[config.mk]
export PLATFORM = sky130hd
export DESIGN_NAME = dlx_fetch_queue
export DESIGN_NICKNAME = d
export VERILOG_FILES = /design/src/rtl/dlx_pkg.sv /design/src/rtl/dlx_sync_fifo.sv /design/src/rtl/dlx_fetch_queue.sv
export SDC_FILE = /design/constraint.sdc
export NUM_CORES = 1
export LEC_CHECK = 0
export BUFFER_PORTS_ARGS = -buffer_cell sky130_fd_sc_hd__buf_2
export CORE_MARGIN = 2
export CORE_UTILIZATION = 57
export CTS_CLUSTER_SIZE = 30
export DETAILED_ROUTE_END_ITERATION = 8
export HOLD_SLACK_MARGIN = 0.06
export PLACE_DENSITY = 0.79
export REMOVE_ABC_BUFFERS = 1
export SYNTH_ARGS = -nofsm -noshare
export SYNTH_HDL_FRONTEND = slang
export SYNTH_SLANG_ARGS = --single-unit
[constraint.sdc]
create_clock -name clk -period 4.7 [get_ports clk]
set_input_delay 0.94 -clock clk [delete_from_list [all_inputs] [get_ports clk]]
set_output_delay 0.94 -clock clk [all_outputs]
set_load 0.1 [all_outputs]
[src/rtl/dlx_pkg.sv]
// Shared DLX constants for the instruction-fetch front end.
// The fetch queue takes its parameter defaults from here.
package dlx_pkg;

  localparam int DLX_DATA_WIDTH      = 32;
  localparam int DLX_INST_ADDR_WIDTH = 20;
  localparam logic [DLX_INST_ADDR_WIDTH-1:0] DLX_PC_INITIAL_ADDRESS = 20'h40000;
  localparam int DLX_PC_STEP         = 4;

  // All-zero word. Decode sees this word whenever the fetch queue has nothing to present.
  localparam logic [DLX_DATA_WIDTH-1:0] DLX_NOP = '0;

endpackage

[src/rtl/dlx_sync_fifo.sv]
// Show-ahead synchronous FIFO with a flush input. A pop on an empty FIFO is ignored.
// A push and a pop in the same cycle on a full FIFO is legal.
module dlx_sync_fifo #(
  parameter int WIDTH = 52,
  parameter int DEPTH = 4,
  localparam int CW = $clog2(DEPTH + 1),
  localparam int AW = $clog2(DEPTH)
) (
  input  logic             clk,
  input  logic             rst,
  input  logic             push,
  input  logic             pop,
  input  logic             flush,
  input  logic [WIDTH-1:0] wdata,
  output logic [WIDTH-1:0] rdata,
  output logic             empty,
  output logic [CW-1:0]    count
);

  logic [WIDTH-1:0] mem [DEPTH];
  logic [AW-1:0]    wr_ptr;
  logic [AW-1:0]    rd_ptr;
  logic             full;
  logic             do_push;
  logic             do_pop;

  assign empty   = (count == '0);
  assign full    = (count == CW'(DEPTH));
  assign do_pop  = pop && !empty;
  assign do_push = push && (!full || do_pop);
  assign rdata   = mem[rd_ptr];

  always_ff @(posedge clk) begin
    if (rst || flush) begin
      wr_ptr <= '0;
      rd_ptr <= '0;
      count  <= '0;
    end else begin
      if (do_push) wr_ptr <= wr_ptr + 1'b1;
      if (do_pop)  rd_ptr <= rd_ptr + 1'b1;
      case ({do_push, do_pop})
        2'b10:   count <= count + 1'b1;
        2'b01:   count <= count - 1'b1;
        default: count <= count;
      endcase
    end
  end

  // Storage holds only data, so it is not reset. On a full FIFO with a simultaneous pop,
  // the write lands in the slot that is being vacated.
  always_ff @(posedge clk) begin
    if (do_push && !(rst || flush)) mem[wr_ptr] <= wdata;
  end

endmodule

[src/rtl/dlx_fetch_queue.sv]
// DLX instruction-fetch front end. It issues pipelined, credit-limited memory requests and
// buffers in-order responses. On a redirect it discards stale in-flight responses.
module dlx_fetch_queue
  import dlx_pkg::*;
#(
  parameter int DATA_WIDTH      = DLX_DATA_WIDTH,
  parameter int INST_ADDR_WIDTH = DLX_INST_ADDR_WIDTH,
  parameter logic [INST_ADDR_WIDTH-1:0] PC_INITIAL_ADDRESS = DLX_PC_INITIAL_ADDRESS,
  parameter int PC_STEP         = DLX_PC_STEP,
  parameter int FIFO_DEPTH      = 4
) (
  input  logic                       clk,
  input  logic                       rst,
  output logic                       instr_rd_en,
  output logic [INST_ADDR_WIDTH-1:0] instr_addr,
  input  logic                       instr_ready,
  input  logic                       instr_valid,
  input  logic [DATA_WIDTH-1:0]      instruction,
  input  logic                       redirect_in,
  input  logic [INST_ADDR_WIDTH-1:0] redirect_pc_in,
  input  logic                       halt_in,
  input  logic                       id_ready_in,
  output logic                       if_valid_out,
  output logic [DATA_WIDTH-1:0]      instruction_out,
  output logic [INST_ADDR_WIDTH-1:0] pc_out,
  output logic [INST_ADDR_WIDTH-1:0] new_pc_out,
  output logic                       fetch_idle_out
);

  localparam int CW = $clog2(FIFO_DEPTH + 1);
  localparam int EW = INST_ADDR_WIDTH + DATA_WIDTH;
  localparam logic [INST_ADDR_WIDTH-1:0] STEP = INST_ADDR_WIDTH'(PC_STEP);

  logic [INST_ADDR_WIDTH-1:0] fetch_pc;
  logic [INST_ADDR_WIDTH-1:0] resp_pc;
  logic [CW-1:0]              outstanding;
  logic [CW-1:0]              drop_cnt;
  logic [CW-1:0]              fifo_count;
  logic [CW:0]                credit_used;
  logic                       fifo_empty;
  logic [EW-1:0]              fifo_rdata;
  logic                       issue;
  logic                       resp;
  logic                       drop_resp;
  logic                       push;
  logic                       pop;

  // Every issued request reserves a FIFO slot until its entry is popped or dropped.
  // Because of this reservation, a write can never overflow the FIFO.
  assign credit_used = {1'b0, outstanding} + {1'b0, fifo_count};
  assign instr_rd_en = !rst && !halt_in && !redirect_in && (credit_used < (CW+1)'(FIFO_DEPTH));
  assign instr_addr  = fetch_pc;
  assign issue       = instr_rd_en && instr_ready;

  assign resp      = instr_valid && (outstanding != '0);
  assign drop_resp = resp && (drop_cnt != '0);
  assign push      = resp && !drop_resp && !redirect_in;
  assign pop       = if_valid_out && id_ready_in && !redirect_in;

  always_ff @(posedge clk) begin
    if (rst) begin
      fetch_pc    <= PC_INITIAL_ADDRESS;
      resp_pc     <= PC_INITIAL_ADDRESS;
      outstanding <= '0;
      drop_cnt    <= '0;
    end else begin
      case ({issue, resp})
        2'b10:   outstanding <= outstanding + 1'b1;
        2'b01:   outstanding <= outstanding - 1'b1;
        default: outstanding <= outstanding;
      endcase
      if (redirect_in) begin
        // Every request still in flight after this edge belongs to the old path.
        fetch_pc <= redirect_pc_in;
        resp_pc  <= redirect_pc_in;
        drop_cnt <= outstanding - CW'(resp);
      end else begin
        if (issue)     fetch_pc <= fetch_pc + STEP;
        if (push)      resp_pc  <= resp_pc + STEP;
        if (drop_resp) drop_cnt <= drop_cnt - 1'b1;
      end
    end
  end

  dlx_sync_fifo #(
    .WIDTH (EW),
    .DEPTH (FIFO_DEPTH)
  ) u_fifo (
    .clk   (clk),
    .rst   (rst),
    .push  (push),
    .pop   (pop),
    .flush (redirect_in),
    .wdata ({resp_pc, instruction}),
    .rdata (fifo_rdata),
    .empty (fifo_empty),
    .count (fifo_count)
  );

  assign if_valid_out    = !fifo_empty;
  assign pc_out          = if_valid_out ? fifo_rdata[EW-1:DATA_WIDTH] : '0;
  assign instruction_out = if_valid_out ? fifo_rdata[DATA_WIDTH-1:0] : DLX_NOP;
  assign new_pc_out      = pc_out + STEP;
  assign fetch_idle_out  = (outstanding == '0) && fifo_empty;

endmodule

==> results of run 1 <==
## layer usage
layer	track usage	vias up	wire length, µm
met5	0	-	0
met4	0.0439	0	369
met3	0.0342	30	1380
met2	0.390	255	11800
met1	0.302	3470	9770
li1	-	3202	-
## state kept, by name, summed over array words and instances (netlist names), named ones only
signal	count
drop_cnt	3
outstanding	3
u_fifo.mem	208
resp_pc	20
u_fifo.rd_ptr	2
u_fifo.count	3
u_fifo.wr_ptr	2
instr_addr	20
## cell families (layout without fill, tap and decap cells)
family,after synthesis,in the layout
AO/OA/AOI/OAI,92,92
multiplexers,56,56
adder cells (fa/ha/maj),16,16
AND/OR/NAND/NOR,232,232
buffers and inverters,70,235
flip-flops,263,263
XOR/XNOR,39,39
## how the worst max path moves through the flow
| stage | to | slack [ns] |
|---|---|---|
| detailed placement | new_pc_out[19] | 0.97 |
| global placement | new_pc_out[19] | 1.06 |
| CTS | new_pc_out[19] | 0.39 |
| global route | new_pc_out[19] | 0.18 |
| finish | new_pc_out[19] | 0.38 |
| floorplan | new_pc_out[18] | -2.97 |
## area by class of cell
| class | instances | area [µm²] |
|---|---|---|
| sequential | 263 | 7350 |
| fill | 1317 | 6270 |
| multi-input combinational | 435 | 3660 |
| timing repair buffer | 163 | 878 |
| clock buffer | 27 | 653 |
| tap | 265 | 332 |
| clock inverter | 19 | 216 |
| inverter | 26 | 97.6 |
## cell usage after synthesis (3+ instances only)
| cell | instances |
|---|---|
| xor2_1 | 14 |
| dfxtp_1 | 55 |
| and2_1 | 58 |
| nand2_1 | 36 |
| a31oi_1 | 11 |
| o21ai_1 | 10 |
| or3_1 | 8 |
| ha_1 | 14 |
| nand4_1 | 13 |
| buf_6 | 3 |
| a211oi_1 | 13 |
| nor2_1 | 52 |
| a21boi_0 | 3 |
| nand3_1 | 18 |
| edfxtp_1 | 208 |
| nor4_1 | 7 |
| buf_2 | 8 |
| clkbuf_1 | 29 |
| xnor2_1 | 25 |
| nor3_1 | 15 |
| o21ai_0 | 7 |
| and4_1 | 3 |
| and3_1 | 5 |
| o21bai_1 | 4 |
| inv_1 | 24 |
| mux4_2 | 53 |
| mux2i_1 | 3 |
| a21oi_1 | 25 |
## stage by stage
stage               setup TNS [ns]  area (µm²)  setup WS, ns  cells
detailed placement               0       12300         0.966   1152
CTS                              0       13200         0.390   1198
global route                     0       13200         0.182   1198
floorplan                   -36.75       11100         -2.97    724
global placement                 0       12300          1.06   1152
finish                           0       13200         0.379   1198
## power breakdown
group	switching (mW)	leakage [nW]	internal, mW
logic	0.351	2.00	0.105
registers	0.0443	2.33	2.54
clock network	0.861	0.436	1.24
total	1.26	4.77	3.88
## worst register-to-register path, stage by stage (launching register included)
cell and delay (ns):
dfxtp_1 0.40, ha_1 0.31, nand3_1 0.11, and4_1 0.35
inv_2 0.39, ha_1 0.27, inv_1 0.06, fa_1 0.38
xor2_1 0.16, or3_1 0.30, a21oi_1 0.14
==> reports/results.ini, run 1 <==
[outcome]
status=complete, no violations

[yosys]
synthMuxAreaShare=0.108
synth_compound_area_frac=0.0522
netlist_area_mm2=0.0113
synthArstFlopShare=0
yosysSeqAreaShare=0.650
synthCells=768
avgSynthCellArea_um2=14.7
synth_top_flop_cell=edfxtp_1
synthSimpleGateAreaFrac=0.114
synth_cell_type_count=58
synth_top_area_cell=edfxtp_1
yosys-top-cells-area=edfxtp_1 (55%), mux4_2 (11%), dfxtp_1 (9.7%)
synth_adder_area_share=0.0190
synth_top_area_frac=0.552
ys_warn_count=0
synth_top_family_by_area=simple AND/OR/NAND/NOR gates
synth_seq_cells=263
synthXorXnorAreaFrac=0.0302
synth_edf_count=208

[worst_hold_path]
holdPathStages=2
holdCritStartpoint=instr_addr[1]$_SDFFE_PP0P_
min_path_type=register to register
hold_end=instr_addr[1]$_SDFFE_PP0P_

[timing]
clock-skew-final_ns=0.0160
finalSetupViolations=0
period_share=0.919
fin_crit_ns=4.32
max_slew_margin=0.373
rsz0062_at_grt=false
timing.hold.ws_ns=0.456
maxSlewViolCount=0
max_freq_ghz=0.231
hold_viol=0
tightest_slew_ns=0.932

[placement]
dp_hpwl_um=14900
gp_congestion=0.827
port-buffer-count=153

[setup_path]
reg2reg_slack_ns=1.75
cp-end-kind=output pin
cp-startpoint=u_fifo.count[0]$_SDFFE_PP0P_
crit_fanout=31
cp_data_arrival_time_ns=3.38
worstPathRequired_ns=3.76
slowest_stage=or3_1
critPathTopFamily=simple AND/OR/NAND/NOR gates
worstSetupPathType=register to output pin
cp.buffers_inverters=2
start_kind=register
timing.rr.end=outstanding[2]$_SDFFE_PP0P_
cp_slowest_stage_delay_ns=0.55
path_depth=7
rr_startpoint=u_fifo.count[1]$_SDFFE_PP0P_
path_cells=nor3_2, inv_2, nand4_4, or3_1, nor4_4, xor2_1, buf_2
r2r_cells=10

[die]
start_util=0.581
die_area_mm2=0.0210
die_h_um=145
ios=154
coreArea_mm2=0.0195
dieWidth_um=145
rows=51

[clocking]
cts_made_buffers=25
htree_levels=1
cts_tree=done
clk_pin_slew_ns=0.07
clk_latency_ns=0.53
post-cts-setup-buffer-count=0
cts_root_buf=clkbuf_16
clockBufferDepth=3
cts_hold_buf=0
ctsResizeCount=0
clock-sinks=263

[pwr]
power_leakage_nw=4.77
power_mw=5.14
powerDensity_mw_per_mm2=390
peakVddDrop_uv=245

[global_routing]
track_usage=0.224
grt_pass1_wl_um=36000
antenna_found_initial=0
grt_max_degree=53
grt_overflow=0
grt_pass1_vias=6677

[route]
vias_per_cell=5.81
wl_per_cell_um=19.5
vias=6957
dr.pass1.iters=4
antenna_left=0
routed_wl_um=23300
drc=0
drtIter0Drc=491

[layout]
area.growth.synth_to_final_pct=16.7
nets=989
final_common_cell=edfxtp_1
drive_gt1_frac=0.299
n_antenna_cell=0
final_util=0.678
most-common-layout-cells=edfxtp_1 (208), buf_2 (153), and2_1 (54), mux4_2 (53), dfxtp_1 (53)

[job]
max-cap-violations=0

(Power assumes the default switching activity.)
==> inputs of run 2 (changes only) <==
--- a/config.mk
+++ b/config.mk
@@ -7,12 +7,13 @@
 export LEC_CHECK = 0
 export BUFFER_PORTS_ARGS = -buffer_cell sky130_fd_sc_hd__buf_2
 export CORE_MARGIN = 2
-export CORE_UTILIZATION = 57
+export CORE_UTILIZATION = 50
 export CTS_CLUSTER_SIZE = 30
 export DETAILED_ROUTE_END_ITERATION = 8
 export HOLD_SLACK_MARGIN = 0.06
-export PLACE_DENSITY = 0.79
+export PLACE_DENSITY = 0.71
 export REMOVE_ABC_BUFFERS = 1
+export SETUP_SLACK_MARGIN = 0.15
 export SYNTH_ARGS = -nofsm -noshare
 export SYNTH_HDL_FRONTEND = slang
 export SYNTH_SLANG_ARGS = --single-unit
==> run 2 against run 1 <==
  * Count of clock-buffer cells in the layout is 8 higher
  * Power down 0.78%
  * Sequential power hardly changed
  * Utilization down 8.8 points
  * Clock power is 2% lower
  * Wire length decreased by 1.3%
  * Largest power group unchanged
  * Maximum frequency increased by 1.1%
  * Critical endpoint is now new_pc_out[13]
==> reports/results.ini, run 2 (synthesis results as in run 1) <==
[timing]
max_slew_margin=0.367  ; was 0.373
fin_setup_tns_ns=0  ; unchanged
rsz0062_at_grt=false  ; unchanged
clock-skew-final_ns=0.0115  ; was 0.0160 ns
finalSetupViolations=0  ; unchanged
worst_slack_ns=0.427  ; was 0.379 ns
period_share=0.909  ; was 0.919
fin_crit_ns=4.27  ; was 4.32 ns
max_freq_ghz=0.234  ; was 0.231 GHz
timing.hold.ws_ns=0.453  ; was 0.456 ns
hold_viol=0  ; unchanged
tightest_slew_ns=0.941  ; was 0.932 ns
maxSlewViolCount=0  ; unchanged

[placement]
placed_cell_area_mm2=0.0124  ; was 0.0123 mm²
port-buffer-count=153  ; unchanged
gp_congestion=0.807  ; was 0.827
dp_cells=1175  ; was 1152
dp_hpwl_um=15300  ; was 14900 µm
dp_slack_ns=0.960  ; was 0.966 ns

[outcome]
status=complete, no violations  ; unchanged

[layout]
final_util=0.590  ; was 0.678
regMostFlops=u_fifo.mem  ; unchanged
drive_gt1_frac=0.291  ; was 0.299
n_antenna_cell=0  ; unchanged
design_area_mm2=0.0132  ; about the same
largest_reg_flops=208  ; unchanged
nets=994  ; was 989
stdcell_count=1224  ; was 1198
final_common_cell=edfxtp_1  ; unchanged
area.growth.synth_to_final_pct=17.1  ; was 16.7%
most-common-layout-cells=edfxtp_1 (208), buf_2 (153), and2_1 (54), mux4_2 (53), dfxtp_1 (53)  ; unchanged
fillers=1724  ; was 1317

[pwr]
power.switching_mw=1.23  ; was 1.26 mW
peakVddDrop_uv=219  ; was 245 µV
power_leakage_nw=4.78  ; was 4.77 nW
p_int_mw=3.87  ; was 3.88 mW
pwr-share-seq=0.507  ; was 0.503
clkPwrFrac=0.404  ; was 0.408
powerDensity_mw_per_mm2=385  ; was 390 mW/mm²
power_mw=5.10  ; was 5.14 mW
swShare=0.240  ; was 0.244
pwr-share-comb=0.089  ; about the same

[die]
coreArea_mm2=0.0224  ; was 0.0195 mm²
ios=154  ; unchanged
dieWidth_um=154  ; was 145 µm
die_h_um=154  ; was 145 µm
rows=55  ; was 51
start_util=0.504  ; was 0.581
die_area_mm2=0.0238  ; was 0.0210 mm²

[route]
vias=6849  ; was 6957
vias_per_cell=5.60  ; was 5.81
drtIter0Drc=434  ; was 491
dr.pass1.iters=5  ; was 4
antenna_left=0  ; unchanged
routed_wl_um=23000  ; was 23300 µm
wl_per_cell_um=18.8  ; was 19.5 µm
drc=0  ; unchanged

[job]
max-cap-violations=0  ; unchanged

[clocking]
ctsResizeCount=0  ; unchanged
clockBufferDepth=3  ; unchanged
clk_latency_ns=0.52  ; was 0.53 ns
cts_made_buffers=27  ; was 25
cts_tree=done  ; unchanged
clk_pin_slew_ns=0.06  ; was 0.07 ns
post-cts-setup-buffer-count=0  ; unchanged
htree_levels=1  ; unchanged
clock-sinks=263  ; unchanged
cts_root_buf=clkbuf_16  ; unchanged
cts_hold_buf=0  ; unchanged

[setup_path]
cp_data_arrival_time_ns=3.33  ; was 3.38 ns
cp_slowest_stage_delay_ns=0.72  ; was 0.55 ns
start_kind=register  ; unchanged
slowest_stage=dfxtp_2  ; was or3_1
worstSetupPathType=register to output pin  ; unchanged
reg2reg_slack_ns=1.74  ; was 1.75 ns
crit_fanout=24  ; was 31
worstPathRequired_ns=3.76  ; about the same
path_cells=mux4_2, nand4_4, or3_1, nor3_1, xnor2_1, buf_2  ; was nor3_2, inv_2, nand4_4, or3_1, nor4_4, xor2_1, buf_2
cp-end-kind=output pin  ; unchanged

[global_routing]
grt_pass1_wl_um=35900  ; was 36000 µm
grt_pass1_vias=6624  ; was 6677
track_usage=0.192  ; was 0.224
antenna_found_initial=0  ; unchanged
grt_overflow=0  ; unchanged
grt_max_degree=47  ; was 53

[worst_hold_path]
min_path_type=register to register  ; unchanged

-- run 2: cell types whose count changed in the layout (fill, tap and decap cells not counted), moves of 3 or more --
cell       previous run  this run
clkbuf_1              0         5
clkinv_1              0         7
buf_4                 7        10
clkbuf_16            25        28
clkinv_2              9         3
-- run 2: worst max-delay path: cells and delay by family (launching register included) --
family / cells / cell delay, ns
XOR/XNOR: 1 / 0.19
AND/OR/NAND/NOR: 3 / 1.03
buffers and inverters: 1 / 0.48
multiplexers: 1 / 0.40
flip-flops: 1 / 0.72
-- run 2: cell type report --
cell class	count	area [µm²]	area share
Clock buffer	35	747	0.0564
Clock inverter	14	119	0.00898
Inverter	26	97.6	0.00737
Multi-Input combinational cell	435	3660	0.277
Sequential cell	263	7350	0.556
Tap cell	285	357	0.0269
Timing Repair Buffer	166	901	0.0681
-- run 2: metal layers --
layer / part of all wire / global-route usage / up-vias
li1: - / - / 3229
met1: 0.43 / 0.271 / 3328
met2: 0.48 / 0.315 / 259
met3: 0.067 / 0.0322 / 33
met4: 0.021 / 0.0459 / 0
met5: 0 / 0 / -
-- run 2: power groups by stage --
stage	Clock, mW	Sequential (mW)	Combinational [mW]
2_1_floorplan	0	2.70	0.267
3_3_place_gp	0	2.63	0.450
3_5_place_dp	0	2.63	0.453
4_1_cts	2.10	2.59	0.455
5_1_grt	2.21	2.59	0.481
6_report	2.06	2.59	0.453
-- run 2: worst paths after layout --
kind                                      from                           to  cells past startpoint
hold reg to reg     instr_addr[1]$_SDFFE_PP0P_   instr_addr[1]$_SDFFE_PP0P_                      2
setup reg to reg  u_fifo.count[1]$_SDFFE_PP0P_  outstanding[2]$_SDFFE_PP0P_                     10
hold / removal      instr_addr[1]$_SDFFE_PP0P_   instr_addr[1]$_SDFFE_PP0P_                      2
setup / recovery                      register               new_pc_out[13]                      6
